===== src/rtl/wb_rr_arbiter_pkg.sv =====
// Shared Wishbone widths, arbiter state encodings and types for wb_rr_arbiter.
// Widths and encodings live here as guarded defines so other Wishbone blocks can reuse them.
`ifndef WB_COM_AWIDTH
`define WB_COM_AWIDTH 32
`endif
`ifndef WB_COM_DWIDTH
`define WB_COM_DWIDTH 32
`endif
`ifndef WB_ARB_ST_IDLE
`define WB_ARB_ST_IDLE 2'b00
`endif
`ifndef WB_ARB_ST_OWN0
`define WB_ARB_ST_OWN0 2'b01
`endif
`ifndef WB_ARB_ST_OWN1
`define WB_ARB_ST_OWN1 2'b10
`endif

package wb_rr_arbiter_pkg;
    localparam int WB_AW = `WB_COM_AWIDTH;
    localparam int WB_DW = `WB_COM_DWIDTH;
    localparam int WB_SW = `WB_COM_DWIDTH / 8;

    typedef enum logic [1:0] {
        ST_IDLE = `WB_ARB_ST_IDLE,
        ST_OWN0 = `WB_ARB_ST_OWN0,
        ST_OWN1 = `WB_ARB_ST_OWN1
    } arb_state_t;
endpackage


===== src/rtl/wb_rr_arbiter_if.sv =====
// Pipelined Wishbone (with stall) link; "master" drives requests, "slave" returns responses.
interface wb_rr_arbiter_if;
    import wb_rr_arbiter_pkg::*;

    logic [WB_AW-1:0] adr;
    logic [WB_DW-1:0] wdat;
    logic [WB_SW-1:0] sel;
    logic             cyc;
    logic             stb;
    logic             we;
    logic [WB_DW-1:0] rdat;
    logic             stall;
    logic             ack;
    logic             err;

    modport master (
        output adr, wdat, sel, cyc, stb, we,
        input  rdat, stall, ack, err
    );

    modport slave (
        input  adr, wdat, sel, cyc, stb, we,
        output rdat, stall, ack, err
    );
endinterface


===== src/rtl/wb_rr_pick.sv =====
// Two-way round-robin choice: a lone request wins; on contention the master that is not last wins.
module wb_rr_pick (
    input  logic [1:0] req,
    input  logic       last,
    output logic [1:0] grant
);
    always_comb begin
        grant = 2'b00;
        case (req)
            2'b01:   grant = 2'b01;
            2'b10:   grant = 2'b10;
            2'b11:   grant = last ? 2'b01 : 2'b10;
            default: grant = 2'b00;
        endcase
    end
endmodule


===== src/rtl/wb_rr_arbiter.sv =====
// Two-master / one-slave pipelined Wishbone round-robin arbiter with per-grant outstanding limit.
// Optional slave watchdog enabled by defining WB_ARB_TIMEOUT_EN.
module wb_rr_arbiter
    import wb_rr_arbiter_pkg::*;
#(
    parameter int MAX_OUTST = 4
`ifdef WB_ARB_TIMEOUT_EN
    , parameter int TIMEOUT_CYCLES = 255
`endif
) (
    input  logic            clk_i,
    input  logic            rst_i,
    wb_rr_arbiter_if.slave  m0,
    wb_rr_arbiter_if.slave  m1,
    wb_rr_arbiter_if.master s,
    output logic [1:0]      grant_o
);
    arb_state_t state, state_d;
    logic       last, last_d;
    logic [3:0] outst, outst_d;
    logic [1:0] pick;
    logic       own0, own1;
    logic       own_cyc, own_stb, own_we;
    logic       full, accept, resp, resp_cnt, abort;

    wb_rr_pick u_pick (
        .req   ({m1.cyc, m0.cyc}),
        .last  (last),
        .grant (pick)
    );

    assign own0    = (state == ST_OWN0);
    assign own1    = (state == ST_OWN1);
    assign own_cyc = (own0 & m0.cyc) | (own1 & m1.cyc);
    assign own_stb = (own0 & m0.stb) | (own1 & m1.stb);
    assign own_we  = (own0 & m0.we)  | (own1 & m1.we);
    assign full    = (outst == 4'(MAX_OUTST));

    // Slave side: control gated by ownership, data muxed straight from the owner.
    assign s.cyc  = own_cyc & ~abort;
    assign s.stb  = own_cyc & own_stb & ~full & ~abort;
    assign s.we   = own_we;
    assign s.adr  = own1 ? m1.adr  : m0.adr;
    assign s.wdat = own1 ? m1.wdat : m0.wdat;
    assign s.sel  = own1 ? m1.sel  : m0.sel;

    assign accept   = s.stb & ~s.stall;
    assign resp     = s.ack | s.err;
    assign resp_cnt = resp & (outst != 4'd0);

    assign m0.rdat  = s.rdat;
    assign m1.rdat  = s.rdat;
    assign m0.stall = own0 ? (s.stall | full) : 1'b1;
    assign m1.stall = own1 ? (s.stall | full) : 1'b1;
    assign m0.ack   = own0 & s.ack;
    assign m1.ack   = own1 & s.ack;
    assign m0.err   = own0 & (s.err | abort);
    assign m1.err   = own1 & (s.err | abort);

    assign grant_o = {own1, own0};

`ifdef WB_ARB_TIMEOUT_EN
    localparam int WD_W = ($clog2(TIMEOUT_CYCLES + 1) > 8) ? $clog2(TIMEOUT_CYCLES + 1) : 8;
    logic [WD_W-1:0] wd, wd_d;

    // Fires on the TIMEOUT_CYCLES-th consecutive response-free cycle with work outstanding.
    assign abort = own_cyc & (outst != 4'd0) & ~resp & (wd == WD_W'(TIMEOUT_CYCLES - 1));

    always_comb begin
        wd_d = wd;
        if (!own_cyc || abort || resp || outst == 4'd0)
            wd_d = '0;
        else
            wd_d = wd + WD_W'(1);
    end

    always_ff @(posedge clk_i) begin
        if (rst_i)
            wd <= '0;
        else
            wd <= wd_d;
    end
`else
    assign abort = 1'b0;
`endif

    always_comb begin
        state_d = state;
        last_d  = last;
        outst_d = outst;
        case (state)
            ST_IDLE: begin
                outst_d = 4'd0;
                if (pick[0]) begin
                    state_d = ST_OWN0;
                    last_d  = 1'b0;
                end else if (pick[1]) begin
                    state_d = ST_OWN1;
                    last_d  = 1'b1;
                end
            end
            ST_OWN0, ST_OWN1: begin
                // Dropping cyc aborts whatever is still outstanding.
                if (!own_cyc) begin
                    state_d = ST_IDLE;
                    outst_d = 4'd0;
                end else if (abort) begin
                    outst_d = 4'd0;
                end else if (accept && !resp_cnt) begin
                    outst_d = outst + 4'd1;
                end else if (!accept && resp_cnt) begin
                    outst_d = outst - 4'd1;
                end
            end
            default: state_d = ST_IDLE;
        endcase
    end

    always_ff @(posedge clk_i) begin
        if (rst_i) begin
            state <= ST_IDLE;
            last  <= 1'b1;
            outst <= 4'd0;
        end else begin
            state <= state_d;
            last  <= last_d;
            outst <= outst_d;
        end
    end
endmodule


===== src/flat_wrapper.sv =====
// flat-port wrapper written by rule: the top's interface ports become plain ports
module wb_rr_arbiter_flat import wb_rr_arbiter_pkg::*;
#(
    parameter int MAX_OUTST = 4

)
  (clk_i, rst_i, grant_o, m0_adr, m0_wdat, m0_sel, m0_cyc, m0_stb, m0_we, m0_rdat, m0_stall, m0_ack, m0_err, m1_adr, m1_wdat, m1_sel, m1_cyc, m1_stb, m1_we, m1_rdat, m1_stall, m1_ack, m1_err, s_adr, s_wdat, s_sel, s_cyc, s_stb, s_we, s_rdat, s_stall, s_ack, s_err);
  wb_rr_arbiter_if m0_i ();
  wb_rr_arbiter_if m1_i ();
  wb_rr_arbiter_if s_i ();
  input  logic clk_i;
  input  logic rst_i;
  output logic [1:0] grant_o;
  input wire logic [$bits(m0_i.adr)-1:0] m0_adr;
  input wire logic [$bits(m0_i.wdat)-1:0] m0_wdat;
  input wire logic [$bits(m0_i.sel)-1:0] m0_sel;
  input wire logic [$bits(m0_i.cyc)-1:0] m0_cyc;
  input wire logic [$bits(m0_i.stb)-1:0] m0_stb;
  input wire logic [$bits(m0_i.we)-1:0] m0_we;
  output wire logic [$bits(m0_i.rdat)-1:0] m0_rdat;
  output wire logic [$bits(m0_i.stall)-1:0] m0_stall;
  output wire logic [$bits(m0_i.ack)-1:0] m0_ack;
  output wire logic [$bits(m0_i.err)-1:0] m0_err;
  input wire logic [$bits(m1_i.adr)-1:0] m1_adr;
  input wire logic [$bits(m1_i.wdat)-1:0] m1_wdat;
  input wire logic [$bits(m1_i.sel)-1:0] m1_sel;
  input wire logic [$bits(m1_i.cyc)-1:0] m1_cyc;
  input wire logic [$bits(m1_i.stb)-1:0] m1_stb;
  input wire logic [$bits(m1_i.we)-1:0] m1_we;
  output wire logic [$bits(m1_i.rdat)-1:0] m1_rdat;
  output wire logic [$bits(m1_i.stall)-1:0] m1_stall;
  output wire logic [$bits(m1_i.ack)-1:0] m1_ack;
  output wire logic [$bits(m1_i.err)-1:0] m1_err;
  output wire logic [$bits(s_i.adr)-1:0] s_adr;
  output wire logic [$bits(s_i.wdat)-1:0] s_wdat;
  output wire logic [$bits(s_i.sel)-1:0] s_sel;
  output wire logic [$bits(s_i.cyc)-1:0] s_cyc;
  output wire logic [$bits(s_i.stb)-1:0] s_stb;
  output wire logic [$bits(s_i.we)-1:0] s_we;
  input wire logic [$bits(s_i.rdat)-1:0] s_rdat;
  input wire logic [$bits(s_i.stall)-1:0] s_stall;
  input wire logic [$bits(s_i.ack)-1:0] s_ack;
  input wire logic [$bits(s_i.err)-1:0] s_err;
  assign m0_i.adr = m0_adr;
  assign m0_i.wdat = m0_wdat;
  assign m0_i.sel = m0_sel;
  assign m0_i.cyc = m0_cyc;
  assign m0_i.stb = m0_stb;
  assign m0_i.we = m0_we;
  assign m0_rdat = m0_i.rdat;
  assign m0_stall = m0_i.stall;
  assign m0_ack = m0_i.ack;
  assign m0_err = m0_i.err;
  assign m1_i.adr = m1_adr;
  assign m1_i.wdat = m1_wdat;
  assign m1_i.sel = m1_sel;
  assign m1_i.cyc = m1_cyc;
  assign m1_i.stb = m1_stb;
  assign m1_i.we = m1_we;
  assign m1_rdat = m1_i.rdat;
  assign m1_stall = m1_i.stall;
  assign m1_ack = m1_i.ack;
  assign m1_err = m1_i.err;
  assign s_adr = s_i.adr;
  assign s_wdat = s_i.wdat;
  assign s_sel = s_i.sel;
  assign s_cyc = s_i.cyc;
  assign s_stb = s_i.stb;
  assign s_we = s_i.we;
  assign s_i.rdat = s_rdat;
  assign s_i.stall = s_stall;
  assign s_i.ack = s_ack;
  assign s_i.err = s_err;
  wb_rr_arbiter #(.MAX_OUTST(MAX_OUTST)) u_core (.clk_i(clk_i), .rst_i(rst_i), .m0(m0_i), .m1(m1_i), .s(s_i), .grant_o(grant_o));
endmodule

===== config.mk =====
export PLATFORM = sky130hd
export DESIGN_NAME = wb_rr_arbiter_flat
export DESIGN_NICKNAME = d
export VERILOG_FILES = /design/src/rtl/wb_rr_arbiter_pkg.sv /design/src/rtl/wb_rr_arbiter_if.sv /design/src/rtl/wb_rr_pick.sv /design/src/rtl/wb_rr_arbiter.sv /design/src/flat_wrapper.sv
export SDC_FILE = /design/constraint.sdc
export NUM_CORES = 1
export LEC_CHECK = 0
export BUFFER_PORTS_ARGS = -buffer_cell sky130_fd_sc_hd__buf_2
export CORE_AREA = 2 2 124 126
export DETAILED_ROUTE_END_ITERATION = 6
export DIE_AREA = 0 0 126 128
export PLACE_DENSITY = 0.46
export SLEW_MARGIN = 10
export SYNTH_ARGS = -nofsm -noshare
export SYNTH_HDL_FRONTEND = slang
export SYNTH_SLANG_ARGS = --single-unit

===== constraint.sdc =====
create_clock -name clk_i -period 3.2 [get_ports clk_i]
set_clock_uncertainty 0.05 [all_clocks]
set_input_delay 0.16 -clock clk_i [delete_from_list [all_inputs] [get_ports clk_i]]
set_output_delay 0.16 -clock clk_i [all_outputs]
set_load 0.1 [all_outputs]

-- Word-level counts from Yosys, hierarchy flattened
Index checks and enable logic that the tools add are counted.
- memories: 0
- latch bits: 0
- word-level logic and storage cells: 64
- input bits: 179
- register bits: 7
- ROM bits: 0
- memory bits (writable): 0
- output and inout port bits: 143
- eq/ne operators: 9
- $mul: 0
- $add $sub $neg: 2
- bitwise logic cells: 21
- shift-type cells: 0
- muxes and demuxes: 17
- order comparisons: 0
- reductions and logical operators: 12
- divide/modulo/power cells: 0
- operators with widths (operator ; count):
    $mux 32 ; 2
    $mux 4 ; 4
    $and 1x1->1 ; 14
    $mux 2 ; 4
    $pmux 4 s2 ; 1
    $eq 2x2->1 const B ; 3
    $pmux 2 s3 ; 1
    $reduce_and 2->1 ; 3
    $or 1x1->1 ; 5
    $add 4x1->4 const B ; 1
    $eq 2x1->1 const B ; 2
    $eq 4x3->1 const B ; 1
    $mux 1 ; 4
    $ne 4x4->1 const B ; 1
    $pmux 2 s2 ; 1
    $reduce_bool 2->1 ; 2
    $reduce_bool 4->1 ; 1
    $sub 4x1->4 const B ; 1
    $ne 3x1->1 const B ; 1
    $logic_and 1x1->1 ; 2
    $logic_not 1->1 ; 2
    $logic_not 2->1 ; 1
    $ne 2x2->1 const B ; 1
    $not 1->1 ; 2
    $reduce_or 2->1 ; 1

-- Longest topological paths before layout
- depth in word-level cells: 12
- depth in mapped cells: 11
- mapped depth without buffers: 11

-- By module
From an unflattened synthesis, not the netlist that was laid out.
- cells, all modules: 228
- area total of the unflattened synthesis: 1979.4 µm²
- modules (own cells, without submodules) (module ; cells an instance ; instances ; seq. area each (µm²) ; area each (µm²)):
    wb_rr_arbiter ; 225 ; 1 ; 140.1 ; 1960.6
    wb_rr_pick ; 3 ; 1 ; 0.0 ; 18.8

-- Worst setup path before layout
Ideal clock, no wire load.
- kind: reg-to-output
- start point: reg u_core.state[1]
- end point: out s_stb
- required time: 2990 ps
- slack: 521 ps
- cell stages (with the launch flop): 6
- path buffers: 0
- arrival time: 2469 ps
- path through: dfxtp_1 -> inv_1 -> ha_1 -> a21oi_2 -> o211a_4 -> a21oi_1
- cells in the longest elaborated chain, start to end: 5
- elaborated cells between the ends (all ways): 10
- classes of those cells: eq/ne: 2; bitwise: 8
- ends and longest elaborated chain (item ; line ; source):
    from (decl) ; wb_rr_arbiter.sv:18 ; arb_state_t state, state_d;
    from (signal assigned) ; wb_rr_arbiter.sv:125 ; state <= state_d;
    $eq 2x1->1 * ; wb_rr_arbiter.sv:32 ; assign own0 = (state == ST_OWN0);
    net u_core.own0 ; wb_rr_arbiter.sv:22 ; logic own0, own1;
    $and 1x1->1, on equally long branches ; wb_rr_arbiter.sv:34, wb_rr_arbiter.sv:35 ;
    $or 1x1->1, on equally long branches ; wb_rr_arbiter.sv:34, wb_rr_arbiter.sv:35 ;
    $and 1x1->1 * (2 in a row) ; wb_rr_arbiter.sv:41 ; assign s.stb = own_cyc & own_stb & ~full & ~abort;
    to (decl) ; flat_wrapper.sv:38 ; output wire logic [$bits(s_i.stb)-1:0] s_stb;
Mark *: on every way through the listed nets, which the timed path passes. The rest lies on a longest branch.

-- Worst setup path in the final report
- start point: reg u_core.state[1]
- end point: reg u_core.outst[3]
- cells in the longest elaborated chain, start to end: 10
- elaborated cells between the ends (all ways): 22
- classes of those cells: eq/ne: 3; mux: 3; bitwise: 9; reduce/logical: 7
- ends and longest elaborated chain (item ; line ; source):
    $eq 2x1->1 / $eq 2x2->1 (equally long branches) ; wb_rr_arbiter.sv:32, wb_rr_arbiter.sv:91, wb_rr_arbiter.sv:33 ;
    $and 1x1->1, on equally long branches ; wb_rr_arbiter.sv:34, wb_rr_arbiter.sv:35 ;
    $or 1x1->1, on equally long branches ; wb_rr_arbiter.sv:34, wb_rr_arbiter.sv:35 ;
    $and 1x1->1 (2 in a row) ; wb_rr_arbiter.sv:41 ;
    $and 1x1->1 ; wb_rr_arbiter.sv:47 ; assign accept = s.stb & ~s.stall;
    $logic_and 1x1->1 / $logic_not 1->1 (equally long branches) ; wb_rr_arbiter.sv:109, wb_rr_arbiter.sv:111 ;
    $mux 4 / $logic_and 1x1->1 (equally long branches) ; wb_rr_arbiter.sv:109, wb_rr_arbiter.sv:111 ;
    $mux 4 / $ne 4x4->1 (equally long branches) ; -- ;
    $pmux 4 s2 / $reduce_and 2->1 (equally long branches) ; -- ;
    to (signal assigned) ; wb_rr_arbiter.sv:127 ; outst <= outst_d;
    to (decl) ; wb_rr_arbiter.sv:20 ; logic [3:0] outst, outst_d;
Several ways; a longest one is shown, not always the timed one.
A chain may end at the register's enable or synchronous reset.

==> results.toml <==
[outcome]
status = "finished, final reports clean"

[floorplanning]
die_area_mm2 = 0.0161
ioPinCount = 322
die-width_um = 126
chipHeight_um = 128
start_util_pct = 13.2
core_mm2 = 0.0149
std_cell_rows = 45

[route]
ant_nets = 0
via_per_inst = 3.90
vias = 2232
drt_wl_total_um = 9900
drtIter0Drc = 17
firstDrtPassIters = 4
routedWlPerCell_um = 17.3
drc = 0

[placement]
numPortBuffers = 225
hpwl_um = 8970
placed_area_mm2 = 0.00282
place.gp.congestion = 0.774
place_inst = 568

[final_layout]
stdcell_area_mm2 = 0.00290
fill_cells = 1664
finalNonFillerCells = 572
final_util_pct = 19.5
final_nets = 571
drive_gt1_share_pct = 79.4
diodes = 0
area_growth_pct = 48.0

[critical_path]
slowest_stage = "ha_1"
cp.required_ps = 3310
slowest_delay_ps = 380
critPathKind = "register to register"
arrival_ps = 3080
startpoint_type = "register"
cp_max_fo = 9
path_cells = "inv_1, ha_1, a21oi_2, o211a_4, or3_1, ha_1, a21o_1, a21oi_1, nor4_1, or3_1, a31oi_1"
setup.worst_path.end_class = "register"

[global_route]
grt_pass1_vias = 2131
grt_max_degree = 40
grt_util_all_layers_pct = 10.8
overflow = 0
antenna_found_initial = 1
grt_pass1_wl_um = 12900

[power_and_ir_drop]
p_int_mw = 0.482
clkPwrFrac_pct = 15.5
swShare_pct = 64.9
ir_drop_uv = 182
power_frac_seq_pct = 7.0
power.leakage_nw = 1.43
p_comb_share_pct = 77.5
p_per_area_mw_per_mm2 = 474
switchingPower_mw = 0.892

[logic_synthesis]
ys.warnings.count = 0
yosysSeqAreaShare_pct = 7.15
yosysMostFrequentCell = "mux2_2"
avgSynthCellArea_um2 = 8.63
synthFlopType = "dfxtp_1"
synth_area_leaders = "mux2_2, buf_4, dfxtp_1"
yosys_register_bits = 7
synthCells = 227
synth_edf_count = 0
synth_area_leader_cell = "mux2_2"
yosys-top-cells-count = "mux2_2, buf_4, a21oi_1"
syn_nets = 413
ys_async_sr_fraction_pct = 0
synth.top_cell.area_share_pct = 39.1
syn_area_mm2 = 0.00196
synth_cell_types = 38

[cts]
cts_buffers = 3
cts.sinks = 7
h-tree-depth = 1
clk-insertion-delay-late_ps = 230
cts_resized = 0
ctsHoldBuffers = 0
cts_tree = "built"
cts_setup_buffers = 0
clockBufferDepth = 2
clk_pin_slew_ps = 40
clockRootBuffer = "clkbuf_16"

[sta]
rsz0062_at_grt = "no"
worstMarginPinSlew_ps = 578
period_minus_slack_ps = 2970
finalCritPeriodShare_pct = 92.9
max_freq_ghz = 0.336
setup_viol = 0
hold_viol = 0
max_slew_margin_pct = 61.7
drv_slew = 0
tns_ps = 0

[job]
max-cap-violations = 0

[worst_hold_path]
min_path_type = "primary input to register"
==> sequential cells by signal, summed over array words and instances (netlist names) <==
signal and cells:
u_core.outst 4, u_core.state 2, u_core.last 1
==> critical path, delay by kind of cell, from the launching register on <==
family	cells	cell delay (ps)
simple gates	3	800
fa+ha+maj	2	700
compound gates	5	890
buf+inv	1	100
flops	1	350
==> area by class of cell <==
type / instances / area, µm² / area share, %
tap: 188 / 235 / 8.11
clock buffer: 4 / 78.8 / 2.72
sequential: 7 / 140 / 4.83
timing repair buffer: 227 / 1140 / 39.3
multi-input combinational: 139 / 1280 / 44.1
inverter: 7 / 26.3 / 0.906
==> cells in the final DEF (no fill, tap or decap), types with 2 or more instances in the layout <==
master and count:
nand3_1 4, clkbuf_16 3, and2_2 2, a21o_1 2, or3_1 4, nand2_1 7
buf_4 2, nor2_1 2, and2_1 2, mux2_2 68, a31oi_1 2, o21ai_0 3
nor3_1 3, nand4_1 2, dfxtp_1 7, inv_1 7, nor2b_1 2, a21oi_1 9
nor4_1 2, a22o_1 2, o221ai_1 2, ha_1 5, buf_2 225
==> per-layer routing <==
layer | global-route usage (%) | wire, µm | share of wire, %
met3 | 7.35 | 1720 | 17
met2 | 15.3 | 4050 | 41
met4 | 1.75 | 120 | 1.2
met1 | 13.7 | 4000 | 40
met5 | 0 | 0 | 0
==> through the flow <==
stage          power [mW]  setup slack (ps)  hold WS (ps)
2_1_floorplan        1.33               521           179
3_3_place_gp         1.17               342           271
3_5_place_dp         1.17               214           271
4_1_cts              1.39               225           150
5_1_grt              1.43              53.0           167
6_report             1.37               227           143
==> cell families after synthesis <==
logic type,count (synthesis),share of synthesized area [%]
buffers and inverters,81,28.2
muxes,68,39.1
and+or+nand+nor,33,9.26
AOI/OAI and AO/OA,30,11.0
adders and majority gates,7,4.85
DFF,7,7.15
xor gates and xnor gates,1,0.447
==> final timing paths <==
check | startpoint | to | slack, ps | cells past startpoint
hold reg to reg | u_core.state[0] | u_core.state[0] | 480 | 2
setup / recovery | u_core.state[1] | u_core.outst[3] | 230 | 11
hold / removal | rst_i | u_core.outst[2] | 140 | 2
setup reg to reg | u_core.state[1] | u_core.outst[3] | 230 | 11
==> power by group through the flow <==
stage | registers, mW | clock network, mW | logic (mW)
3_3_place_gp | 0.0974 | 0 | 1.07
3_5_place_dp | 0.0980 | 0 | 1.07
2_1_floorplan | 0.0964 | 0 | 1.23
6_report | 0.0967 | 0.212 | 1.06
5_1_grt | 0.0972 | 0.224 | 1.11
4_1_cts | 0.0966 | 0.218 | 1.08
Power figures use the tool's default switching activity.
